[src/rtl/clk_tick_gen.sv]
// Multi-channel programmable tick / square-wave divider on mclk with deferred or immediate divisor updates.
// Optional macro CLK_TICK_GEN_ONESHOT_EN adds a per-channel one-shot input.
module clk_tick_gen #(
    parameter int NCH     = 4,
    parameter int W       = 28,
    parameter int RST_DIV = 262144,
    localparam int CW     = $clog2(NCH)
) (
    input  logic           mclk,
    input  logic           clr,
    input  logic           wr_en,
    input  logic [CW-1:0]  wr_ch,
    input  logic [W-1:0]   wr_div,
    input  logic           wr_now,
    input  logic           sync,
`ifdef CLK_TICK_GEN_ONESHOT_EN
    input  logic [NCH-1:0] oneshot,
`endif
    output logic [NCH-1:0] tick,
    output logic [NCH-1:0] clk_out,
    output logic [NCH-1:0] pending
);

    for (genvar ch = 0; ch < NCH; ch++) begin : g_ch
        logic [W-1:0] cnt;
        logic [W-1:0] div;
        logic [W-1:0] sdiv;
        logic         pend_r;
        logic         tick_r;
        logic         clk_r;
        logic         hit;
        logic         terminal;
        logic         stop_after;

        // Out-of-range channel numbers never match, so such writes are dropped.
        assign hit      = wr_en && (int'(wr_ch) == ch);
        assign terminal = (div != '0) && (cnt == div - W'(1));

`ifdef CLK_TICK_GEN_ONESHOT_EN
        assign stop_after = oneshot[ch];
`else
        assign stop_after = 1'b0;
`endif

        always_ff @(posedge mclk or negedge clr) begin
            if (!clr) begin
                cnt    <= '0;
                div    <= W'(RST_DIV);
                sdiv   <= '0;
                pend_r <= 1'b0;
                tick_r <= 1'b0;
                clk_r  <= 1'b0;
            end else if (sync) begin
                // Realign: a write in the same cycle wins over any pending value.
                cnt    <= '0;
                tick_r <= 1'b0;
                clk_r  <= 1'b0;
                pend_r <= 1'b0;
                if (hit)
                    div <= wr_div;
                else if (pend_r)
                    div <= sdiv;
            end else if (hit && wr_now) begin
                div    <= wr_div;
                cnt    <= '0;
                pend_r <= 1'b0;
                tick_r <= 1'b0;
            end else if (div == '0) begin
                cnt    <= '0;
                tick_r <= 1'b0;
                if (hit) begin
                    div    <= wr_div;
                    pend_r <= 1'b0;
                end
            end else begin
                tick_r <= terminal;
                if (terminal) begin
                    cnt    <= '0;
                    clk_r  <= ~clk_r;
                    if (pend_r)
                        div <= sdiv;
                    else if (stop_after)
                        div <= '0;
                end else begin
                    cnt <= cnt + W'(1);
                end
                // A deferred write landing on the terminal edge stays pending for the next period.
                if (hit) begin
                    sdiv   <= wr_div;
                    pend_r <= 1'b1;
                end else if (terminal) begin
                    pend_r <= 1'b0;
                end
            end
        end

        assign tick[ch]    = tick_r;
        assign clk_out[ch] = clk_r;
        assign pending[ch] = pend_r;
    end

endmodule
[config.mk]
export PLATFORM = sky130hd
export DESIGN_NAME = clk_tick_gen
export DESIGN_NICKNAME = d
export VERILOG_FILES = /design/src/rtl/clk_tick_gen.sv
export SDC_FILE = /design/constraint.sdc
export NUM_CORES = 1
export LEC_CHECK = 0
export CELL_PAD_IN_SITES_DETAIL_PLACEMENT = 1
export CELL_PAD_IN_SITES_GLOBAL_PLACEMENT = 2
export CORE_MARGIN = 3
export CORE_UTILIZATION = 40
export CTS_BUF_LIST = sky130_fd_sc_hd__clkbuf_16
export CTS_CLUSTER_DIAMETER = 120
export DETAILED_ROUTE_END_ITERATION = 8
export HOLD_SLACK_MARGIN = 0.12
export PLACE_DENSITY = 0.85
export SYNTH_ARGS = -nofsm -noshare
export SYNTH_HDL_FRONTEND = slang
export SYNTH_SLANG_ARGS = --single-unit
[constraint.sdc]
create_clock -name mclk -period 5.28 [get_ports mclk]
set_clock_uncertainty 0.2 [all_clocks]
set_input_delay 1.32 -clock mclk [delete_from_list [all_inputs] [get_ports mclk]]
set_output_delay 1.32 -clock mclk [all_outputs]
set_load 0.05 [all_outputs]
==> flow_summary.yaml, run 1 <==
synthesis:
  yosysTopAreaCell: "dfrtp_1"
  synth_area_leaders: "dfrtp_1 43%, mux2_2 6.4%, xnor2_1 6.3%"
  syn_area_per_cell_um2: 10.16
  ys_ff_latch: 348
  async_flop_share_pct: 100.0
  synth_nets: 1997
  post-synth-top-area-fraction_pct: 43.46
  synth_top_flop_cell: "dfrtp_1"
  yosys.cell_types.count: 80
  syn_inst: 1950
  synth_area_um2: 19810
  seq_area_frac_synth_pct: 43.99
  synth-edff-count: 0
  yosys_warnings: 0
pwr:
  peakVddDrop_v: 0.0002886
  power_leakage_nw: 8.355
  p_per_area_nw_per_um2: 350.3
final_layout:
  syn_to_final_growth_pct: 11.19
  n_fill_cell: 5289
  nets: 1989
  multi_input_area_um2: 10400
  regArea_um2: 8713
  final_cell_mix: "344 x dfrtp_1, 207 x nor2_1, 142 x xnor2_1"
  final_layout_size_suffix_gt1_share_pct: 13.76
  utilization_pct: 45.55
  final_common_cell: "dfrtp_1"
setup_path:
  startpoint_type: "register"
  end_kind: "register"
  cp_common_cell: "or4_1"
  crit_type: "reg2reg"
  crit_arrival_ns: 4.81
  cpMaxStageDelayCell: "or4_1"
  required_ns: 5.50
  crit_path_max_incr_delay_ns: 0.58
  path_max_fanout: 15
  crit_chain: "inv_1, ha_1, nor3b_2, and2_1, nor4bb_1, xnor2_1, nand4_1, or4_1, or4_1, o211ai_4, buf_4, a2bb2oi_1"
sta:
  relSlewSlack_pct: 27.73
  clock.fmax_mhz: 218.0
  final.setup.tns_ns: 0
  worstMarginPinSlew_ns: 1.081
  final_max_slew_viol_count: 0
  hold_viol: 0
  setup_viol: 0
  period_share_pct: 86.86
  whs_ns: 0.2929
  period_needed_ns: 4.586
  rsz0062_at_grt: "no"
drt:
  dr.pass1.iters: 5
  drt_iter0_drc: 755
  ant_nets: 0
  post-route-drc-count: 0
  via_per_inst: 5.798
  vias: 15240
  routed_wl_um: 55680
  wl_per_cell_um: 21.19
grt:
  grt_max_degree: 99
  grt.overflow.total: 0
  grt_pass1_vias: 15740
  antenna_found_initial: 4
  grt_pass1_wl_um: 90190
  track_usage_pct: 21.25
cts:
  clkTransAtPathRegs_ns: 0.06
  clock_sinks: 348
  cts_hold_buf: 0
  cts_tree: "built"
  h-tree-depth: 2
  cts_buffer_depth: 3
  cts_root_buffer: "clkbuf_16"
  cts_setup_buffers: 0
  clk_latency_ns: 0.56
  numCtsBuffers: 39
  cts_resized: 0
floorplanning:
  std_cell_rows: 80
  die_area_um2: 52220
  die_y_um: 228.5
  io_pins: 47
  dieWidth_um: 228.5
  initial_utilization_pct: 40.97
  core_um2: 48350
place:
  io_buffers: 46
  dp_hpwl_um: 39110
  place_congestion: 0.8427
flow_run:
  drv_cap: 0
worst_hold_path:
  hold_path_class: "reg2reg"
run_status:
  status: "completed"
## worst paths after layout
| check | from | end | slack (ns) | cells past startpoint |
|---|---|---|---|---|
| min reg2reg | g_ch[0].sdiv[16] | g_ch[0].sdiv[16] | 0.29 | 1 |
| max reg2reg | g_ch[2].div[0] | g_ch[2].div[14] | 0.69 | 12 |
| max | g_ch[2].div[0] | g_ch[2].div[14] | 0.69 | 12 |
| min | g_ch[0].sdiv[16] | g_ch[0].sdiv[16] | 0.29 | 1 |
| max in group asynchronous | clr | g_ch[2].sdiv[21] | 3.14 | 2 |
| min in group asynchronous | clr | g_ch[0].cnt[11] | 0.58 | 1 |
## layout make-up
cell class | instances | share of cell area [%]
diodes | 2 | 0.02272
inverters | 27 | 0.4602
well taps | 656 | 3.727
flip-flops and latches | 348 | 39.56
multi-input cells | 1449 | 47.24
clock inverters | 28 | 1.045
repair buffers | 77 | 3.284
clock buffers | 41 | 4.659
## sequential cells by signal, summed over array words and instances, names as in the netlist
| register | cells |
|---|---|
| g_ch.sdiv | 112 |
| g_ch.clk_r | 4 |
| g_ch.tick_r | 4 |
| g_ch.div | 112 |
| g_ch.cnt | 112 |
| g_ch.pend_r | 4 |
## kinds of logic after synthesis
| family | share of synthesized area [%] |
|---|---|
| flip-flops | 43.99 |
| XOR/XNOR | 10.90 |
| buffers and inverters | 3.594 |
| AO/OA/AOI/OAI | 14.88 |
| AND/OR/NAND/NOR | 19.20 |
| adder cells (fa/ha/maj) | 0.7580 |
| multiplexers | 6.677 |
## metrics by stage
step,total power (W),instance area (um2),cells,setup WS [ns]
2_1_floorplan,0.004538,19810,1950,1.519
3_3_place_gp,0.004949,20760,2557,0.8142
3_5_place_dp,0.005031,20760,2557,0.6455
4_1_cts,0.007791,22020,2626,0.6767
5_1_grt,0.008108,22020,2626,0.3407
6_report,0.007716,22020,2628,0.6935
## routing by layer
layer | global-route usage, % | wire length (um) | vias up
met5 | 0 | 13 | -
met1 | 29.22 | 25550 | 7869
met3 | 2.742 | 2008 | 73
li1 | - | - | 7086
met4 | 6.669 | 1616 | 2
met2 | 35.03 | 26500 | 207
## critical path, delay by kind of cell (launching register included)
family	cells	cell delay, ns
adder cells (fa/ha/maj)	1	0.19
AND/OR/NAND/NOR	6	2.36
XOR/XNOR	1	0.16
buffers and inverters	2	0.47
flip-flops	1	0.44
AO/OA/AOI/OAI	2	0.63
## Yosys cell counts (16+ instances only)
library cell,instances
dfrtp_1,344
nand4_1,29
a2bb2oi_1,44
mux2_2,113
nand3b_1,68
o21ai_0,90
a21oi_1,29
nand2_1,83
and3_1,31
o22a_1,28
xor2_1,102
buf_2,19
o32a_1,29
clkbuf_1,75
o22ai_1,32
nor2_1,209
buf_4,16
or4_1,17
nand3_1,78
nor4_1,44
nor3_1,48
inv_1,27
a2bb2oi_2,40
xnor2_1,142
## where the power goes
part           switching (W)  leakage, nW  internal, W
combinational       0.000660         3.39     0.000753
sequential          0.000504         4.32      0.00308
clock                0.00112        0.647      0.00159
Note: power is estimated with default switching activity, not from simulation.
==> run 2, diff against run 1 <==
--- a/config.mk
+++ b/config.mk
@@ -8,12 +8,14 @@
 export CELL_PAD_IN_SITES_DETAIL_PLACEMENT = 1
 export CELL_PAD_IN_SITES_GLOBAL_PLACEMENT = 2
 export CORE_MARGIN = 3
-export CORE_UTILIZATION = 40
+export CORE_UTILIZATION = 43
 export CTS_BUF_LIST = sky130_fd_sc_hd__clkbuf_16
 export CTS_CLUSTER_DIAMETER = 120
 export DETAILED_ROUTE_END_ITERATION = 8
+export DONT_BUFFER_PORTS = 1
+export GPL_ROUTABILITY_DRIVEN = 0
 export HOLD_SLACK_MARGIN = 0.12
-export PLACE_DENSITY = 0.85
+export PLACE_DENSITY = 0.88
 export SYNTH_ARGS = -nofsm -noshare
 export SYNTH_HDL_FRONTEND = slang
 export SYNTH_SLANG_ARGS = --single-unit
==> flow_summary.yaml, run 2 (synthesis results as in run 1) <==
pwr:
  peakVddDrop_v: 0.0002394
  p_per_area_nw_per_um2: 360.4
  power_leakage_nw: 8.154
cts:
  clk_latency_ns: 0.56
  numCtsBuffers: 39
  clock_sinks: 348
  cts_root_buffer: "clkbuf_16"
  cts_buffer_depth: 3
  cts_hold_buf: 0
  cts_tree: "built"
  cts_setup_buffers: 0
  clkTransAtPathRegs_ns: 0.07
  cts_resized: 0
  h-tree-depth: 2
grt:
  grt.overflow.total: 0
  track_usage_pct: 23.06
  grt_max_degree: 349
  antenna_found_initial: 3
  grt_pass1_wl_um: 88960
  grt_pass1_vias: 15760
floorplanning:
  std_cell_rows: 78
  die_area_um2: 48670
  dieWidth_um: 220.6
  initial_utilization_pct: 43.55
  die_y_um: 220.6
  core_um2: 45480
  io_pins: 47
final_layout:
  final_cell_mix: "344 x dfrtp_1, 207 x nor2_1, 142 x xnor2_1"
  final_common_cell: "dfrtp_1"
  fin_cells: 2519
  syn_to_final_growth_pct: 8.515
  top_regs: "g_ch.cnt (112), g_ch.div (112), g_ch.sdiv (112)"
  nets: 1935
  final_layout_size_suffix_gt1_share_pct: 13.67
  n_fill_cell: 5052
setup_path:
  end_kind: "register"
  crit_type: "reg2reg"
  crit_family: "simple AND/OR/NAND/NOR gates"
  crit_path_max_incr_delay_ns: 0.97
  reg2reg_slack_ns: 0.78
  cp_num_buf_inv: 1
  path_depth: 10
  crit_arrival_ns: 4.80
  required_ns: 5.58
  startpoint_type: "register"
  rr_worst_depth: 10
  cpMaxStageDelayCell: "nand2_1"
  crit_chain: "nor3_1, nand4_1, nor4_1, buf_4, a21o_1, nand2b_1, o21ai_2, nand2_1, o22a_1, o32a_1"
  path_max_fanout: 29
sta:
  final.setup.tns_ns: 0
  setup_slack_ns: 0.7839
  final_max_slew_viol_count: 0
  period_needed_ns: 4.496
  worstMarginPinSlew_ns: 1.339
  setup_viol: 0
  rsz0062_at_grt: "no"
  clock.fmax_mhz: 222.4
  period_share_pct: 85.15
  relSlewSlack_pct: 10.74
  hold_viol: 0
drt:
  dr.pass1.iters: 5
  drt_iter0_drc: 788
  ant_nets: 0
  wl_per_cell_um: 22.04
  post-route-drc-count: 0
  routed_wl_um: 55520
  via_per_inst: 6.027
  vias: 15180
place:
  place_ws_ns: 0.6461
  dp.cells: 2447
  io_buffers: 0
  dp_hpwl_um: 37980
run_status:
  status: "completed"
flow_run:
  drv_cap: 0
worst_hold_path:
  hold_path_class: "in2async"
## run 2: path summary, 6_finish.rpt
path,from,end
max reg2reg,g_ch[1].div[3],g_ch[1].div[23]
max in group asynchronous,clr,g_ch[1].cnt[22]
max,g_ch[1].div[3],g_ch[1].div[23]
min,clr,g_ch[0].sdiv[2]
min in group mclk,g_ch[3].sdiv[1],g_ch[3].sdiv[1]
min reg2reg,g_ch[3].sdiv[1],g_ch[3].sdiv[1]
## run 2: power breakdown
part | total [W] | switching, W | internal (W) | leakage, nW
registers | 0.00360 | 0.000520 | 0.00308 | 4.32
clock network | 0.00288 | 0.00114 | 0.00174 | 0.668
logic | 0.00127 | 0.000544 | 0.000723 | 3.17
total | 0.00775 | 0.00220 | 0.00554 | 8.15
## run 2: worst register-to-register path: cells and delay by family, from the launching register on
family / cells / cell delay, ns
buffers and inverters: 1 / 0.20
DFF: 1 / 0.47
AOI/OAI and AO/OA: 4 / 0.97
and+or+nand+nor: 5 / 2.59
## run 2: layer usage
layer / up-vias / GRT usage (%) / share of wire [%]
met5: - / 0 / 0.023
met4: 2 / 8.829 / 4.0
met3: 110 / 4.394 / 4.8
met2: 249 / 37.90 / 47
met1: 7824 / 30.35 / 44
li1: 6996 / - / -
## run 2: cell type report
| class | count | area [um2] | share of cell area (%) |
|---|---|---|---|
| Clock inverter | 29 | 307.8 | 1.432 |
| Sequential cell | 348 | 8713 | 40.54 |
| Multi-Input combinational cell | 1449 | 10400 | 48.40 |
| Inverter | 27 | 101.3 | 0.4715 |
| Antenna cell | 2 | 5.005 | 0.02329 |
| Clock buffer | 41 | 1026 | 4.774 |
| Timing Repair Buffer | 23 | 185.2 | 0.8616 |
| Tap cell | 600 | 750.7 | 3.493 |
## run 2: stage by stage
step | cell area, um2 | utilization, % | hold WS [ns] | total power [W]
2_1_floorplan | 19810 | - | 0.2699 | 0.004538
3_3_place_gp | 20150 | 44.32 | 0.2774 | 0.004810
3_5_place_dp | 20150 | 44.32 | 0.2851 | 0.004892
4_1_cts | 21490 | 47.25 | 0.2517 | 0.007813
5_1_grt | 21490 | 47.25 | 0.2446 | 0.008121
6_report | 21490 | 47.26 | 0.2624 | 0.007747
